### src/rtl/regfile_param.sv
`default_nettype none
// ----------------------------------------------------------------------------
// regfile_param : register file with hard-wired zero register and clear engine
// Optional REGFILE_BYPASS_EN adds same-cycle write-to-read forwarding.
// Revision 1.0
// ----------------------------------------------------------------------------
module regfile_param #(
  parameter int NUM_REGS = 32,
  parameter int WIDTH    = 64,
  parameter int ZERO_REG = 31,
  localparam int ADDR_W  = $clog2(NUM_REGS)
) (
  input  logic              clk,
  input  logic              reset,
  input  logic              wr_en,
  input  logic [ADDR_W-1:0] wr_addr,
  input  logic [WIDTH-1:0]  wr_data,
  input  logic [ADDR_W-1:0] rd_addr1,
  input  logic [ADDR_W-1:0] rd_addr2,
  output logic [WIDTH-1:0]  rd_data1,
  output logic [WIDTH-1:0]  rd_data2,
  output logic              busy
);

  typedef enum logic [0:0] {
    CLEAR = 1'b0,
    RUN   = 1'b1
  } state_t;

  typedef logic [WIDTH-1:0] regs_t [NUM_REGS];

  // One extra bit so ZERO_REG == NUM_REGS never matches any real index.
  localparam logic [ADDR_W:0]   ZERO_IDX = ZERO_REG[ADDR_W:0];
  localparam logic [ADDR_W-1:0] LAST_IDX = ADDR_W'(NUM_REGS - 1);

  state_t            state, state_next;
  logic [ADDR_W-1:0] clr_ptr;
  regs_t             mem;
  logic              wr_ok;
  logic              fwd1, fwd2;
  logic [WIDTH-1:0]  tree1, tree2;

  function automatic logic is_zero(input logic [ADDR_W-1:0] a);
    return ({1'b0, a} == ZERO_IDX);
  endfunction

  // Binary reduction tree of 2:1 selects, LSB of the address at the leaves.
  function automatic logic [WIDTH-1:0] mux_tree(input regs_t regs,
                                                input logic [ADDR_W-1:0] addr);
    regs_t             lvl;
    logic [ADDR_W-1:0] a;
    lvl = regs;
    a   = addr;
    for (int s = 0; s < ADDR_W; s++) begin
      for (int k = 0; k < (NUM_REGS >> (s + 1)); k++) begin
        lvl[ADDR_W'(k)] = a[0] ? lvl[ADDR_W'(2 * k + 1)] : lvl[ADDR_W'(2 * k)];
      end
      a = a >> 1;
    end
    return lvl[0];
  endfunction

  always_comb begin
    state_next = state;
    if (state == CLEAR && clr_ptr == LAST_IDX) begin
      state_next = RUN;
    end
  end

  always_ff @(posedge clk) begin
    if (reset) begin
      state   <= CLEAR;
      clr_ptr <= '0;
    end else begin
      state <= state_next;
      if (state == CLEAR) begin
        clr_ptr <= clr_ptr + 1'b1;
      end
    end
  end

  assign busy  = (state == CLEAR);
  assign wr_ok = (state == RUN) && wr_en && !is_zero(wr_addr);

  // Clear engine owns the storage whenever it runs; the write port only in RUN.
  always_ff @(posedge clk) begin
    if (reset) begin
      mem[0] <= '0;
    end else if (state == CLEAR) begin
      mem[clr_ptr] <= '0;
    end else if (wr_ok) begin
      mem[wr_addr] <= wr_data;
    end
  end

  always_comb begin
    tree1 = mux_tree(mem, rd_addr1);
    tree2 = mux_tree(mem, rd_addr2);
  end

`ifdef REGFILE_BYPASS_EN
  assign fwd1 = wr_ok && (rd_addr1 == wr_addr);
  assign fwd2 = wr_ok && (rd_addr2 == wr_addr);
`else
  assign fwd1 = 1'b0;
  assign fwd2 = 1'b0;
`endif

  assign rd_data1 = (busy || is_zero(rd_addr1)) ? '0 : (fwd1 ? wr_data : tree1);
  assign rd_data2 = (busy || is_zero(rd_addr2)) ? '0 : (fwd2 ? wr_data : tree2);

endmodule
`default_nettype wire

### config.mk
export PLATFORM = sky130hd
export DESIGN_NAME = regfile_param
export DESIGN_NICKNAME = d
export VERILOG_FILES = /design/src/rtl/regfile_param.sv
export SDC_FILE = /design/constraint.sdc
export NUM_CORES = 2
export LEC_CHECK = 0
export CAP_MARGIN = 40
export CORE_MARGIN = 2
export CORE_UTILIZATION = 40
export CTS_CLUSTER_SIZE = 40
export DETAILED_ROUTE_END_ITERATION = 10
export SETUP_SLACK_MARGIN = 0.15
export SLEW_MARGIN = 20
export SYNTH_ARGS = -nofsm -noshare
export SYNTH_HDL_FRONTEND = slang
export SYNTH_SLANG_ARGS = --single-unit
### constraint.sdc
create_clock -name clk -period 8.1 [get_ports clk]
set_clock_uncertainty 0.15 [all_clocks]
set_input_delay 2.43 -clock clk [delete_from_list [all_inputs] [get_ports clk]]
set_output_delay 2.43 -clock clk [all_outputs]
set_load 0.005 [all_outputs]
# Yosys cells after proc, flatten, opt, wreduce, memory -nomap -nowiden
# Index checks and enable logic that the tools add are counted.
# totals
word_cells	100
output_inout_bits	129
rom_bits	0
ram_bits	0
mem_count	0
regBits	2054
input_bits	82
latchBits	0
# op_classes
div_mod_pow	0
addsub	1
muxes	41
n_eq_ne	5
shift	0
order_cmp	4
reduce_logical	9
mul	0
n_bitwise	6
# op_table
op	count
2048-bit 2-to-1 mux	2
64-bit 2-to-1 mux	36
2048-bit AND	1
2048-bit bitwise mux	1
2048-bit NOT	1
64-bit demux with 5-bit select	2
5-bit equality test (second input constant)	4
6-bit >= comparator (second input constant)	2
6-bit by 1-bit < comparator with 1-bit output (second input constant)	2
5-bit NOT with 6-bit output	2
5-bit by 1-bit adder with 5-bit output (second input constant)	1
1-bit logical AND	5
1-bit logical OR	2
2-bit by 1-bit inequality test with 1-bit output (second input constant)	1
1-bit NOT	2
2-bit AND reduction	1
1-bit logical NOT	1

# Depth between registers and ports, before layout
# depth
word_depth	8
mapped_depth	8
depth_no_buf	6

# Worst setup path after synthesis
# No wires, ideal clock.
# synth_timing
path_type	input port to flip-flop
start	input wr_addr[4]
end	register mem[1280] (netlist bit) (enable)
t_arrival_ns	6.422
setup_ns	0.507
setup_slack_ns	1.020
path_stages	6
cell_sequence	nand2b_1 -> nor2_1 -> nand3_1 -> clkbuf_1 -> clkbuf_1 -> a21oi_1
# synth_via
elab_chain_cells	5
# synth_lines
item	line	text
start: declaration	16	input logic [ADDR_W-1:0] wr_addr,
5-bit equality test	44	return ({1'b0, a} == ZERO_IDX);
1-bit logical NOT	83	assign wr_ok = (state == RUN) && wr_en && !is_zero(wr_addr);
1-bit logical AND	83	
2-bit by 1-bit inequality test with 1-bit output (no source line)	--	
2-bit AND reduction (no source line)	--	
end signal: indexed assignment	92	mem[wr_addr] <= wr_data;
end: declaration	38	regs_t mem;
# No other way between the ends.
# A chain may end at the register's enable or synchronous reset.

# Final worst setup path
# layout_timing
start	input rd_addr2[2]
end	output rd_data2[19]
# layout_via
elab_chain_cells	4
word_cells_on_any_way	7
classes_between	eq/ne: 1; mux: 5; reduce/logical: 1
# layout_lines
item	line	text
start: declaration	19	input logic [ADDR_W-1:0] rd_addr2,
64-bit 2-to-1 mux (3 in a row)	56	lvl[ADDR_W'(k)] = a[0] ? lvl[ADDR_W'(2 * k + 1)] : lvl[ADDR_W'(2 * k)];
64-bit 2-to-1 mux (*)	110	assign rd_data2 = (busy || is_zero(rd_addr2)) ? '0 : (fwd2 ? wr_data : tree2);
end: declaration	21	output logic [WIDTH-1:0] rd_data2,
# Mark *: on every way between the ends. The rest lies on a longest branch, timed or not. The select of a mux whose other input is x is not followed.

==> results.yml <==
status:
  status: "finished, final reports clean"
grt:
  grt_pass1_vias: 42500
  antenna_found_initial: 8
  grt_first_pass_wirelength_um: 316000
  grt_max_degree: 65
  grt.total_usage_pct: 30.6
  gr-total-overflow: 0
route:
  wl_per_cell_um: 34.4
  final_antenna_net_count: 0
  drc: 0
  dr_wl_met3_um: 31300
  wl_met2_um: 100000
  drt_pre_antenna_iters: 6
  wirelength_um: 223000
  routed_via_density: 6.79
  drtIter0Drc: 6587
  vias: 44000
  drt-met1-wl_um: 80300
  top_layer_used: "met5"
floorplan:
  fp.dieH_um: 379
  fp-row-count: 137
  io_pins: 211
  start_util_pct: 40.3
  dieArea_mm2: 0.144
  die_x_um: 379
  core_mm2: 0.140
worst_setup_path:
  worst-r2r-setup-slack_ns: 4.01
  reg2regPathDepth: 7
  worst-setup-path-type: "input port to output pin"
  worst-path-buf-inv: 3
  regToRegStartpoint: "state"
  slowest_stage: "and4_4"
  startpoint_type: "input port"
  crit_chain: "clkdlybuf4s50_1, nand4_1, and4_4, buf_12, a221o_1, clkdlybuf4s50_1"
  endpoint_kind: "output pin"
  crit_required_ns: 5.52
  path_max_fanout: 20
  crit_path_frequent_cell: "clkdlybuf4s50_1"
  cp.arrival_ns: 5.15
  cp_top_family: "buffers and inverters"
  reg2reg_to: "mem[1823]"
  max_stage_delay_ns: 0.68
yosys:
  synth_nets: 4545
  avgSynthCellArea_um2: 12.6
  synth-async-reset-ratio_pct: 0
  synth_warnings: 0
  netlist_instances: 4458
  synth_edf_count: 960
  synth-seq-area-share_pct: 53.8
  synthFlopType: "edfxtp_1"
  synthDistinctLibCells: 43
  syn_area_mm2: 0.0562
  ys_seq_elements: 1030
min_path:
  holdPathEnd: "mem[2010]"
  holdPathStages: 1
  hold_class: "flip-flop to flip-flop"
  hp-start: "mem[2010]"
cells_and_area:
  seq_area_mm2: 0.0302
  drive_gt1_share_pct: 20.2
  layout_commonest_cell: "nand2_1"
  layout_common_cells: "1062 x nand2_1, 960 x edfxtp_1, 878 x o21ai_0"
  fillerInstances: 12500
  nets: 4586
  final_cells: 6475
  fin_util_pct: 46.8
  multi_input_area_mm2: 0.0243
  flow.area_growth_from_synthesis_pct: 16.1
clock_network:
  clk_latency_ns: 0.74
  post_cts_buffers: 0
  htreeDepth: 3
  cts.sinks: 1030
  root_buffer: "clkbuf_16"
  clk_path_buf_depth: 3
  cts.clk_slew.worst_paths_ns: 0.07
  cts_buffers: 111
  cts_tree: "done"
sta:
  min_period_ns: 7.73
  finalSetupViolCount: 0
  rsz0062_at_grt: "no"
  slew_viol_final: 0
  slew-limit-headroom_pct: 33.6
  worstMarginPinSlew_ns: 0.996
  fin_crit_sh_pct: 95.4
  hold_viol_final: 0
  setup_tns_ns: 0
  max_freq_mhz: 129
placed_design:
  gp_congestion: 0.833
  dp_cells: 6260
  dp_hpwl_um: 130000
  portBuffers: 210
pwr:
  static-leakage-power_nw: 23.3
  total_power_mw: 13.5
  power_per_cell_area_mw_per_mm2: 207
  ir_worst_vdd_mv: 0.160
job:
  max_cap_violations: 0
[logic make-up (layout without fill, tap and decap cells)]
group                      Yosys count  in the layout  share of synthesized area, %
buffers and inverters              470            610                          3.82
xor gates and xnor gates             3              3                        0.0467
and+or+nand+nor                   1115           1115                          7.60
DFF                               1030           1030                          53.8
AOI/OAI and AO/OA                 1318           1318                          14.1
other                                0              1                             0
adders and majority gates            5              5                         0.111
muxes                              517            517                          20.6
[per-stage QoR]
stage / hold slack (ns) / instance area [um^2] / worst slack [ns]
after floorplan: 0.295 / 56200 / 1.02
after global placement: 0.307 / 60700 / 0.255
after detailed placement: 0.315 / 61400 / 0.226
after CTS: 0.334 / 65300 / 0.191
after global routing: 0.343 / 65300 / 0.387
final: 0.335 / 65300 / 0.373
[worst max-delay path by stage]
stage,from,to,cells past startpoint
final,rd_addr2[2],rd_data2[19],6
after global routing,rd_addr2[2],rd_data2[14],6
after CTS,rd_addr1[3],rd_data1[8],8
after global placement,rd_addr1[3],rd_data1[44],7
after floorplan,wr_addr[4],mem[1280],6
after detailed placement,rd_addr1[3],rd_data1[8],8
[final cells by class]
cell class | count | area share (%)
timing repair buffer | 389 | 6.84
sequential | 1030 | 46.3
antenna | 1 | 0.00383
clock inverter | 55 | 1.08
clock buffer | 157 | 4.84
tap | 1876 | 3.59
multi-input combinational | 2958 | 37.3
inverter | 9 | 0.0556
[synthesized netlist by cell type (15+ instances only)]
master        n  share of area [%]
a22oi_1      71               0.95
a21oi_1      17               0.15
o2bb2ai_1    64                1.0
edfxtp_1    960                 51
dfxtp_1      70                2.5
o21ai_1      84               0.75
clkbuf_1    262                1.7
a22o_1       91                1.4
buf_2       158                1.4
a221o_1      91                1.6
nand2_1    1070                7.1
nor2_1       15               0.10
o21ai_0     878                7.8
mux4_2      511                 20
buf_6        20               0.40
[repair_timing]
action,in CTS,in global routing
endpoints found under the setup margin,0,25
hold buffers,0,0
resized for setup,0,1
[sequential cells by signal (all words and copies together) (netlist names)]
signal,cells
clr_ptr,5
mem,1024
state,1
[worst reg2reg max path: stages, from the launching register on]
cell and delay [ns]:
dfxtp_4 0.89, buf_4 0.84, buf_4 0.67, a21oi_4 0.29
buf_4 0.42, buf_12 0.27, nand2_1 0.19, o21ai_0 0.10
[routing by layer]
metal	track usage (%)	vias up
li1	-	17400
met1	41.4	22300
met2	46.3	3627
met3	8.19	640
met4	13.7	10
met5	0.274	-
[where the power goes]
| group | internal [mW] | switching, mW | total [mW] |
|---|---|---|---|
| Clock | 3.20 | 2.31 | 5.51 |
| Sequential | 6.23 | 0.239 | 6.47 |
| Combinational | 0.666 | 0.843 | 1.51 |
No activity file was read; power rests on OpenSTA's default activity.
